File: src/rtl/sparc_ifu_thrsched_pkg.sv
// Shared constants for the IFU thread scheduler: thread FSM encodings,
// thread count, quantum defaults and scheduler state encodings.
package sparc_ifu_thrsched_pkg;

  localparam int NTHR    = 4;
  localparam int QWIDTH  = 4;
  localparam int QUANTUM = 15;

  localparam logic [4:0] THRFSM_RDY      = 5'b11001;
  localparam logic [4:0] THRFSM_RUN      = 5'b00101;
  localparam logic [4:0] THRFSM_SPEC_RDY = 5'b10011;
  localparam logic [4:0] THRFSM_SPEC_RUN = 5'b00111;

  typedef enum logic [1:0] {
    S_IDLE   = 2'b00,
    S_RUN    = 2'b01,
    S_SWITCH = 2'b10
  } sched_st_e;

  // One bit per thread: thread t's 5-bit state equals code.
  function automatic logic [NTHR-1:0] st_match(
    input logic [5*NTHR-1:0] st,
    input logic [4:0]        code
  );
    logic [NTHR-1:0] m;
    m = '0;
    for (int t = 0; t < NTHR; t++)
      m[t] = (st[5*t +: 5] == code);
    return m;
  endfunction

endpackage

File: src/rtl/sparc_ifu_rrarb4.sv
// Combinational 4-way round-robin picker.
// Ports: req_i (requests), ptr_i (one-hot last grant, lowest priority),
// grant_o (one-hot grant, 0 when no request).
module sparc_ifu_rrarb4 (
  input  logic [3:0] req_i,
  input  logic [3:0] ptr_i,
  output logic [3:0] grant_o
);

  logic [1:0] last;
  logic [1:0] idx;
  logic       found;

  always_comb begin
    last = 2'd3;
    for (int i = 0; i < 4; i++)
      if (ptr_i[i]) last = 2'(i);
  end

  // Walk from last+1 around to last itself.
  always_comb begin
    grant_o = '0;
    found   = 1'b0;
    idx     = 2'd0;
    for (int k = 1; k <= 4; k++) begin
      idx = last + 2'(k);
      if (!found && req_i[idx]) begin
        grant_o[idx] = 1'b1;
        found        = 1'b1;
      end
    end
  end

endmodule

File: src/rtl/sparc_ifu_thrsched.sv
// IFU thread scheduler: round-robin pick of ready threads with quantum.
// Ports: clk_i, rst_l_i (sync low), thr_state_i, sw_req_i, sched_hold_i,
// schedule_o, switch_out_o, cur_thr_o, cur_vld_o. Macro: SPARC_IFU_SPEC_SCHED_EN.
module sparc_ifu_thrsched
  import sparc_ifu_thrsched_pkg::*;
#(
  parameter int QW   = QWIDTH,
  parameter int QMAX = QUANTUM
) (
  input  logic              clk_i,
  input  logic              rst_l_i,
  input  logic [5*NTHR-1:0] thr_state_i,
  input  logic              sw_req_i,
  input  logic              sched_hold_i,
  output logic [NTHR-1:0]   schedule_o,
  output logic [NTHR-1:0]   switch_out_o,
  output logic [NTHR-1:0]   cur_thr_o,
  output logic              cur_vld_o
);

  localparam logic [QW-1:0] QLIM = QW'(QMAX);

  sched_st_e       st_q, st_d;
  logic [NTHR-1:0] sched_q, sched_d;
  logic [NTHR-1:0] swo_q, swo_d;
  logic [NTHR-1:0] cur_q, cur_d;
  logic            vld_q, vld_d;
  logic [QW-1:0]   cnt_q, cnt_d;
  logic [NTHR-1:0] ptr_q, ptr_d;

  logic [NTHR-1:0] rdy, run, elig, q_elig, grant;
  logic            cur_run, grace;

  assign rdy = st_match(thr_state_i, THRFSM_RDY);
  assign run = st_match(thr_state_i, THRFSM_RUN)
             | st_match(thr_state_i, THRFSM_SPEC_RUN);

`ifdef SPARC_IFU_SPEC_SCHED_EN
  logic [NTHR-1:0] srdy;
  assign srdy   = st_match(thr_state_i, THRFSM_SPEC_RDY);
  assign elig   = (|rdy) ? rdy : srdy;
  assign q_elig = (rdy | srdy) & ~cur_q;
`else
  assign elig   = rdy;
  assign q_elig = rdy & ~cur_q;
`endif

  // The switched-in thread may still show RDY while its schedule pulse is out.
  assign grace   = |sched_q;
  assign cur_run = |(run & cur_q);

  sparc_ifu_rrarb4 u_arb (
    .req_i   (elig),
    .ptr_i   (ptr_q),
    .grant_o (grant)
  );

  always_comb begin
    st_d    = st_q;
    sched_d = '0;
    swo_d   = '0;
    cur_d   = cur_q;
    vld_d   = vld_q;
    cnt_d   = cnt_q;
    ptr_d   = ptr_q;
    unique case (st_q)
      S_IDLE: begin
        if (!sched_hold_i && |elig) begin
          sched_d = grant;
          cur_d   = grant;
          vld_d   = 1'b1;
          cnt_d   = '0;
          ptr_d   = grant;
          st_d    = S_RUN;
        end
      end
      S_RUN: begin
        if (cnt_q != QLIM) cnt_d = cnt_q + QW'(1);
        if (!cur_run && !grace) begin
          cur_d = '0;
          vld_d = 1'b0;
          st_d  = S_IDLE;
        end else if (sw_req_i || (cnt_q == QLIM && |q_elig)) begin
          swo_d = cur_q;
          cur_d = '0;
          vld_d = 1'b0;
          st_d  = S_SWITCH;
        end
      end
      S_SWITCH: st_d = S_IDLE;
      default:  st_d = S_IDLE;
    endcase
  end

  always_ff @(posedge clk_i) begin
    if (!rst_l_i) begin
      st_q    <= S_IDLE;
      sched_q <= '0;
      swo_q   <= '0;
      cur_q   <= '0;
      vld_q   <= 1'b0;
      cnt_q   <= '0;
      ptr_q   <= 4'b1000;
    end else begin
      st_q    <= st_d;
      sched_q <= sched_d;
      swo_q   <= swo_d;
      cur_q   <= cur_d;
      vld_q   <= vld_d;
      cnt_q   <= cnt_d;
      ptr_q   <= ptr_d;
    end
  end

  assign schedule_o   = sched_q;
  assign switch_out_o = swo_q;
  assign cur_thr_o    = cur_q;
  assign cur_vld_o    = vld_q;

endmodule

File: config.mk
export PLATFORM = sky130hd
export DESIGN_NAME = sparc_ifu_thrsched
export DESIGN_NICKNAME = d
export VERILOG_FILES = /design/src/rtl/sparc_ifu_thrsched_pkg.sv /design/src/rtl/sparc_ifu_rrarb4.sv /design/src/rtl/sparc_ifu_thrsched.sv
export SDC_FILE = /design/constraint.sdc
export NUM_CORES = 1
export LEC_CHECK = 0
export ABC_AREA = 1
export BUFFER_PORTS_ARGS = -buffer_cell sky130_fd_sc_hd__buf_2
export CAP_MARGIN = 15
export CORE_ASPECT_RATIO = 0.9
export CORE_UTILIZATION = 57
export DETAILED_ROUTE_END_ITERATION = 8
export GPL_ROUTABILITY_DRIVEN = 1
export PLACE_DENSITY = 0.84
export SLEW_MARGIN = 5
export SYNTH_ARGS = -nofsm -noshare
export SYNTH_HDL_FRONTEND = slang
export SYNTH_SLANG_ARGS = --single-unit
File: constraint.sdc
create_clock -name clk_i -period 3.85 [get_ports clk_i]
set_input_delay 0.77 -clock clk_i [delete_from_list [all_inputs] [get_ports clk_i]]
set_output_delay 0.77 -clock clk_i [all_outputs]
set_load 0.1 [all_outputs]
-- Yosys cells after proc, flatten, opt, wreduce, memory -nomap -nowiden
Index checks and enable logic that the tools add are counted.
- register bits after elaboration: 23
- bits of input ports: 24
- add/subtract/negate cells: 4
- order comparisons: 8
- equality and inequality tests: 18
- mux-type cells: 42
- bitwise gates (word level): 10
- reduce and logical (&&, ||, !) cells: 29
- operators by type and width (cell ; number):
    $eq 5x3->1 const B ; 8
    $mux 4 ; 9
    $eq 5x5->1 const B ; 4
    $reduce_or 4->1 ; 5
    $or 4x4->4 ; 4
    $pmux 4 s2 ; 2
    $mux 1 ; 14
    $mux 2 ; 7
    $lt 2x3->1 const B ; 4
    $logic_and 1x1->1 ; 10
    $reduce_and 3->1 ; 3
    $and 4x4->4 ; 2
    $bmux 1 s2 ; 4
    $demux 1 s2 ; 4
    $ge 2x1->1 const B ; 4
    $logic_not 1->1 ; 6
    $add 2x2->2 const B ; 2
    $add 4x1->4 const B ; 1
    $eq 4x4->1 const B ; 1
    $ne 2x2->1 const B ; 2
    $ne 4x4->1 const B ; 1
    $not 4->4 ; 1
    $pmux 2 s2 ; 1
    $reduce_and 2->1 ; 2
    8 further kinds ; 10

-- Logic depth before layout (Yosys ltp)
- depth in word-level cells: 19
- mapped depth: 14

-- Hierarchy
Synthesis repeated with hierarchy kept, for this count alone.
- cells, all modules: 243
- area total of the unflattened synthesis: 1642.8 um2
- by module, submodules not included (module ; times used ; cells an instance ; area an instance (um2)):
    sparc_ifu_thrsched ; 1 ; 162 ; 1152.4
    sparc_ifu_rrarb4 ; 1 ; 81 ; 490.5

-- Least setup slack after synthesis
OpenSTA, ideal clock, no wires.
- kind: flip-flop to flip-flop
- start point: register cur_q[0], in the netlist cur_thr_o[0]
- end point: register cur_q[3], in the netlist cur_thr_o[3]
- arrival: 1930 ps
- required time: 3783 ps
- path slack: 1854 ps
- cell stages (with the launch flop): 9
- path buffers: 0
- clock period less this slack: 1996 ps
- path through: dfxtp_1 nand2_1 o31ai_1 nor2_1 nor2_1 nand3_1 nand3_1 nand2_1 a21oi_2
- cells in the longest elaborated chain, start to end: 7
- elaborated cells on any way between the ends: 13
- ends and longest elaborated chain (element ; line ; source):
    start: declaration ; sparc_ifu_thrsched.sv:26 ; logic [NTHR-1:0] cur_q, cur_d;
    start signal: assignment ; sparc_ifu_thrsched.sv:108 ; cur_q <= cur_d;
    $not 4->4 ; sparc_ifu_thrsched.sv:45 ; assign q_elig = rdy & ~cur_q;
    $and 4x4->4 ; sparc_ifu_thrsched.sv:45 ;
    $reduce_or 4->1 ; sparc_ifu_thrsched.sv:83 ; end else if (sw_req_i || (cnt_q == QLIM && |q_elig)) begin
    $logic_and 1x1->1 ; sparc_ifu_thrsched.sv:83 ;
    $logic_or 1x1->1 ; sparc_ifu_thrsched.sv:83 ;
    $ne 3x3->1 (no source line) ; n/a ;
    $reduce_and 3->1 (no source line) ; n/a ;
Parallel ways exist; a longest one is shown, timed or not.
A chain may end at the register's enable or synchronous reset.

-- Worst setup path after layout
- start point: register ptr_q[0]
- end point: register cur_q[1], in the netlist cur_thr_o[1]
- cells in the longest elaborated chain, start to end: 19
- elaborated cells on any way between the ends: 53
- ends and longest elaborated chain (element ; line ; source):
    start: declaration ; sparc_ifu_thrsched.sv:29 ; logic [NTHR-1:0] ptr_q, ptr_d;
    start signal: assignment ; sparc_ifu_thrsched.sv:111 ; ptr_q <= ptr_d;
    $mux 2 (*) (4 in a row) ; sparc_ifu_rrarb4.sv:17 ; if (ptr_i[i]) last = 2'(i);
    parallel branches: the longest is 12 deep, another holds $lt 2x3->1 ; n/a ;
    $mux 4 (*) ; sparc_ifu_rrarb4.sv:27 ; if (!found && req_i[idx]) begin
    $mux 4 (*) ; sparc_ifu_thrsched.sv:68 ; if (!sched_hold_i && |elig) begin
    $pmux 4 s2 (*) ; sparc_ifu_thrsched.sv:66 ; unique case (st_q)
Mark *: on every way between the ends. The select of a mux whose other input is x is not followed.

==> results.md <==
- Antenna Cells: 0
- Clock root cell: sky130_fd_sc_hd__clkbuf_4
- Post-layout total power: 400 µW
- Gpl congestion: around 0.9
- Remaining number of nets flagged by the antenna check after routing: 0
- Antenna violations before repair: 0
- Global-route wire length before repair: 5470 µm
- Post-synth design cell area: 1550 µm²
- Setup bufs post-CTS: 0
- Gr usage total: 0.241
- DRC violation total after the first TritonRoute iteration: 81
- Initial cell density of the core: 0.618
- Area after DPL: 1770 µm²
- Setup TNS after final layout: 0 ps
- Number of setup violations in the final report: 0
- Sinks on the clock net: 23
- Area delta synth->final: 15.6%
- Worst path required time: between 4000 and 5000 ps
- Mapped Avg Cell Area: between 6 and 7 µm²
- Category of the worst setup path launch point: flop
- Post-synthesis cell count: 236
- Final number of hold-violating endpoints: 0
- Maximum number of pins on one net before global-route repair: 14
- Hold/Removal Path Class: flop to flop
- Clock-pin slew reported for the worst setup and hold paths after clock tree synthesis: approximately 120 ps
- Data arrival time of the critical path: 2300 ps
- Largest stage delay on the critical path: 430 ps
- Number of placed I/O pins: 37
- Net total in the final layout: between 300 and 400
- Final design instance area without fill: 1790 µm²
- Worst IR drop on VDD: 0.206 mV
- Share of post-route cells with drive strength above 1: 0.268
- RSZ-0062 raised after global routing: no
- Number of input and output port buffers inserted: 36
- Count of yosys warnings during synthesis: 0
- Standby leakage power: just under 0.001 µW
- CTS tree: built
- Total core area: 2510 µm²
- Number of buffers inserted for hold repair after clock tree synthesis: 0
- Horizontal die dimension: 57.0 µm
- Ordered list of cells on the worst path: nor2_2, nor3_4, ha_1, inv_1, nand3_2, nand2_4, nand2_1, nand2_1, inv_1, nand3_2, nand2_1, a21oi_1
- Number of buffers created by CTS: 3
- Crit path time final: 2060 ps
- Outcome: finished clean
- Vias post-DR: 1,509
- Number of pins with negative max-slew slack in the final report: 0
- Skew final: 3.53 ps
- Flip-flop and latch count after synthesis: 23
- Worst-margin pin slew: 497 ps
- Power per cell area: 223 nW/µm²
- Count of TritonRoute iterations in the first routing pass: 4
- Most common cell after layout, fill and taps aside: sky130_fd_sc_hd__nand2_1
- Category of the worst setup path capture point: flop
- Number of global-route vias before repair: 1,283
- Most common cell on crit path: sky130_fd_sc_hd__nand2_1
- Congestion Overflow GR: 0
- Standard-cell rows: 17
- Maximum root-to-sink buffer count: 2
- Die Area: 2930 µm²
- Seq/Total Area, Yosys: 0.297
- Critical path type: flop to flop
- CP max FO: 6
- Wirelength per Cell: between 10 and 15 µm
- Post-cts repair resize count: 0
- Via count normalized by instance count: 4.96
- Number of remaining DRC errors: 0
- Vertical die dimension: 51.5 µm
- Maximum operating frequency: 485 MHz
- Relative slew slack: 0.671
- Final WL: about 3200 µm
- Yosys cell types: 22
- Detailed Place HPWL: between 2000 and 3000 µm
- Final worst path period share: 0.535
- Worst-path cell with the longest stage delay: sky130_fd_sc_hd__dfxtp_1
- Depth of the CTS H-tree: 1
- Maximum capacitance violations: 0
- Commonest non-fill, non-tap cells in the layout: 60 x sky130_fd_sc_hd__nand2_1, 44 x sky130_fd_sc_hd__inv_1, 36 x sky130_fd_sc_hd__buf_2
- Nets in the synthesized netlist: 266
- Clock latency reported for the late side of the worst-skew pair: approximately 300 ps
-- path summary, 6_finish.rpt --
| path | start | to | slack [ps] | depth (start not counted) |
|---|---|---|---|---|
| worst min-delay path | cur_vld_o$_SDFFE_PN0P_ | cur_vld_o$_SDFFE_PN0P_ | 480 | 2 |
| worst min register to register | cur_vld_o$_SDFFE_PN0P_ | cur_vld_o$_SDFFE_PN0P_ | 480 | 2 |
| worst max-delay path | ptr_q[0]$_SDFFE_PN0P_ | cur_thr_o[1]$_SDFFE_PN0P_ | 1790 | 12 |
| worst max register to register | ptr_q[0]$_SDFFE_PN0P_ | cur_thr_o[1]$_SDFFE_PN0P_ | 1790 | 12 |
-- flip-flops by register name (all words and copies together) (netlist names) --
signal and count:
cnt_q 4, cur_thr_o 4, cur_vld_o 1, ptr_q 4, schedule_o 4, st_q 2, switch_out_o 4
-- where the power goes --
group / internal, µW / leakage (µW) / total, µW / switching, µW
Combinational: 19.1 / 0.000777 / 51.6 / 32.5
Sequential: 241 / 0.000186 / 243 / 2.03
Clock: 38.8 / 0.0000177 / 106 / 67.3
Total: 298 / 0.000980 / 400 / 102
-- stage by stage --
step / setup WS, ps / util / std cells / hold slack (ps)
final: 1790 / 0.715 / 304 / 480
after global routing: 1590 / 0.715 / 304 / 511
after CTS: 1760 / 0.715 / 304 / 485
after detailed placement: 1630 / 0.704 / 300 / 468
after global placement: 1710 / 0.704 / 300 / 471
after floorplan: 1850 / - / 236 / 459
-- synth_stat cells --
library cell	count	area [µm²]
sky130_fd_sc_hd__a21oi_1	7	35.0
sky130_fd_sc_hd__a21oi_2	1	8.76
sky130_fd_sc_hd__a31oi_1	1	6.26
sky130_fd_sc_hd__dfxtp_1	23	460
sky130_fd_sc_hd__ha_1	6	75.1
sky130_fd_sc_hd__inv_1	44	165
sky130_fd_sc_hd__inv_2	3	11.3
sky130_fd_sc_hd__nand2_1	60	225
sky130_fd_sc_hd__nand2_2	9	56.3
sky130_fd_sc_hd__nand2_4	4	45.0
sky130_fd_sc_hd__nand3_1	27	135
sky130_fd_sc_hd__nand3_2	11	110
sky130_fd_sc_hd__nand4_1	2	12.5
sky130_fd_sc_hd__nor2_1	19	71.3
sky130_fd_sc_hd__nor2_2	3	18.8
sky130_fd_sc_hd__nor2_4	1	11.3
sky130_fd_sc_hd__nor2_8	1	20.0
sky130_fd_sc_hd__nor3_1	3	15.0
sky130_fd_sc_hd__nor3_4	1	16.3
sky130_fd_sc_hd__o21ai_0	7	35.0
sky130_fd_sc_hd__o21ai_1	2	10.0
sky130_fd_sc_hd__o31ai_1	1	7.51
-- area by class of cell --
type                       instances  area, µm²
sequential                        23        460
multi-input combinational        166        915
inverter                          47        176
fill                             221        716
clock buffer                       3       22.5
tap                               28       35.0
timing repair buffer              36        180
clock inverter                     1       5.00
-- metal layers --
| metal | wire length [µm] | up-vias | track usage | part of all wire |
|---|---|---|---|---|
| met5 | 0 | - | 0 | 0 |
| met4 | 8 | 0 | 0.0447 | 0.0025 |
| met3 | 135 | 2 | 0.0498 | 0.042 |
| met2 | 1510 | 30 | 0.404 | 0.47 |
| met1 | 1530 | 655 | 0.324 | 0.48 |
| li1 | - | 822 | - | - |
-- critical path, delay by kind of cell, from the launching register on --
kind	cells	cell delay, ps
AO/OA/AOI/OAI	1	140
adder cells (fa/ha/maj)	1	350
AND/OR/NAND/NOR	8	870
flip-flops	1	430
buffers and inverters	2	200
-- kinds of logic after synthesis --
family          after synthesis  share of synthesized area
flops                        23                      0.297
compound gates               19                     0.0661
fa+ha+maj                     6                     0.0484
simple gates                141                      0.475
buf+inv                      47                      0.114
Power figures use the tool's default switching activity.
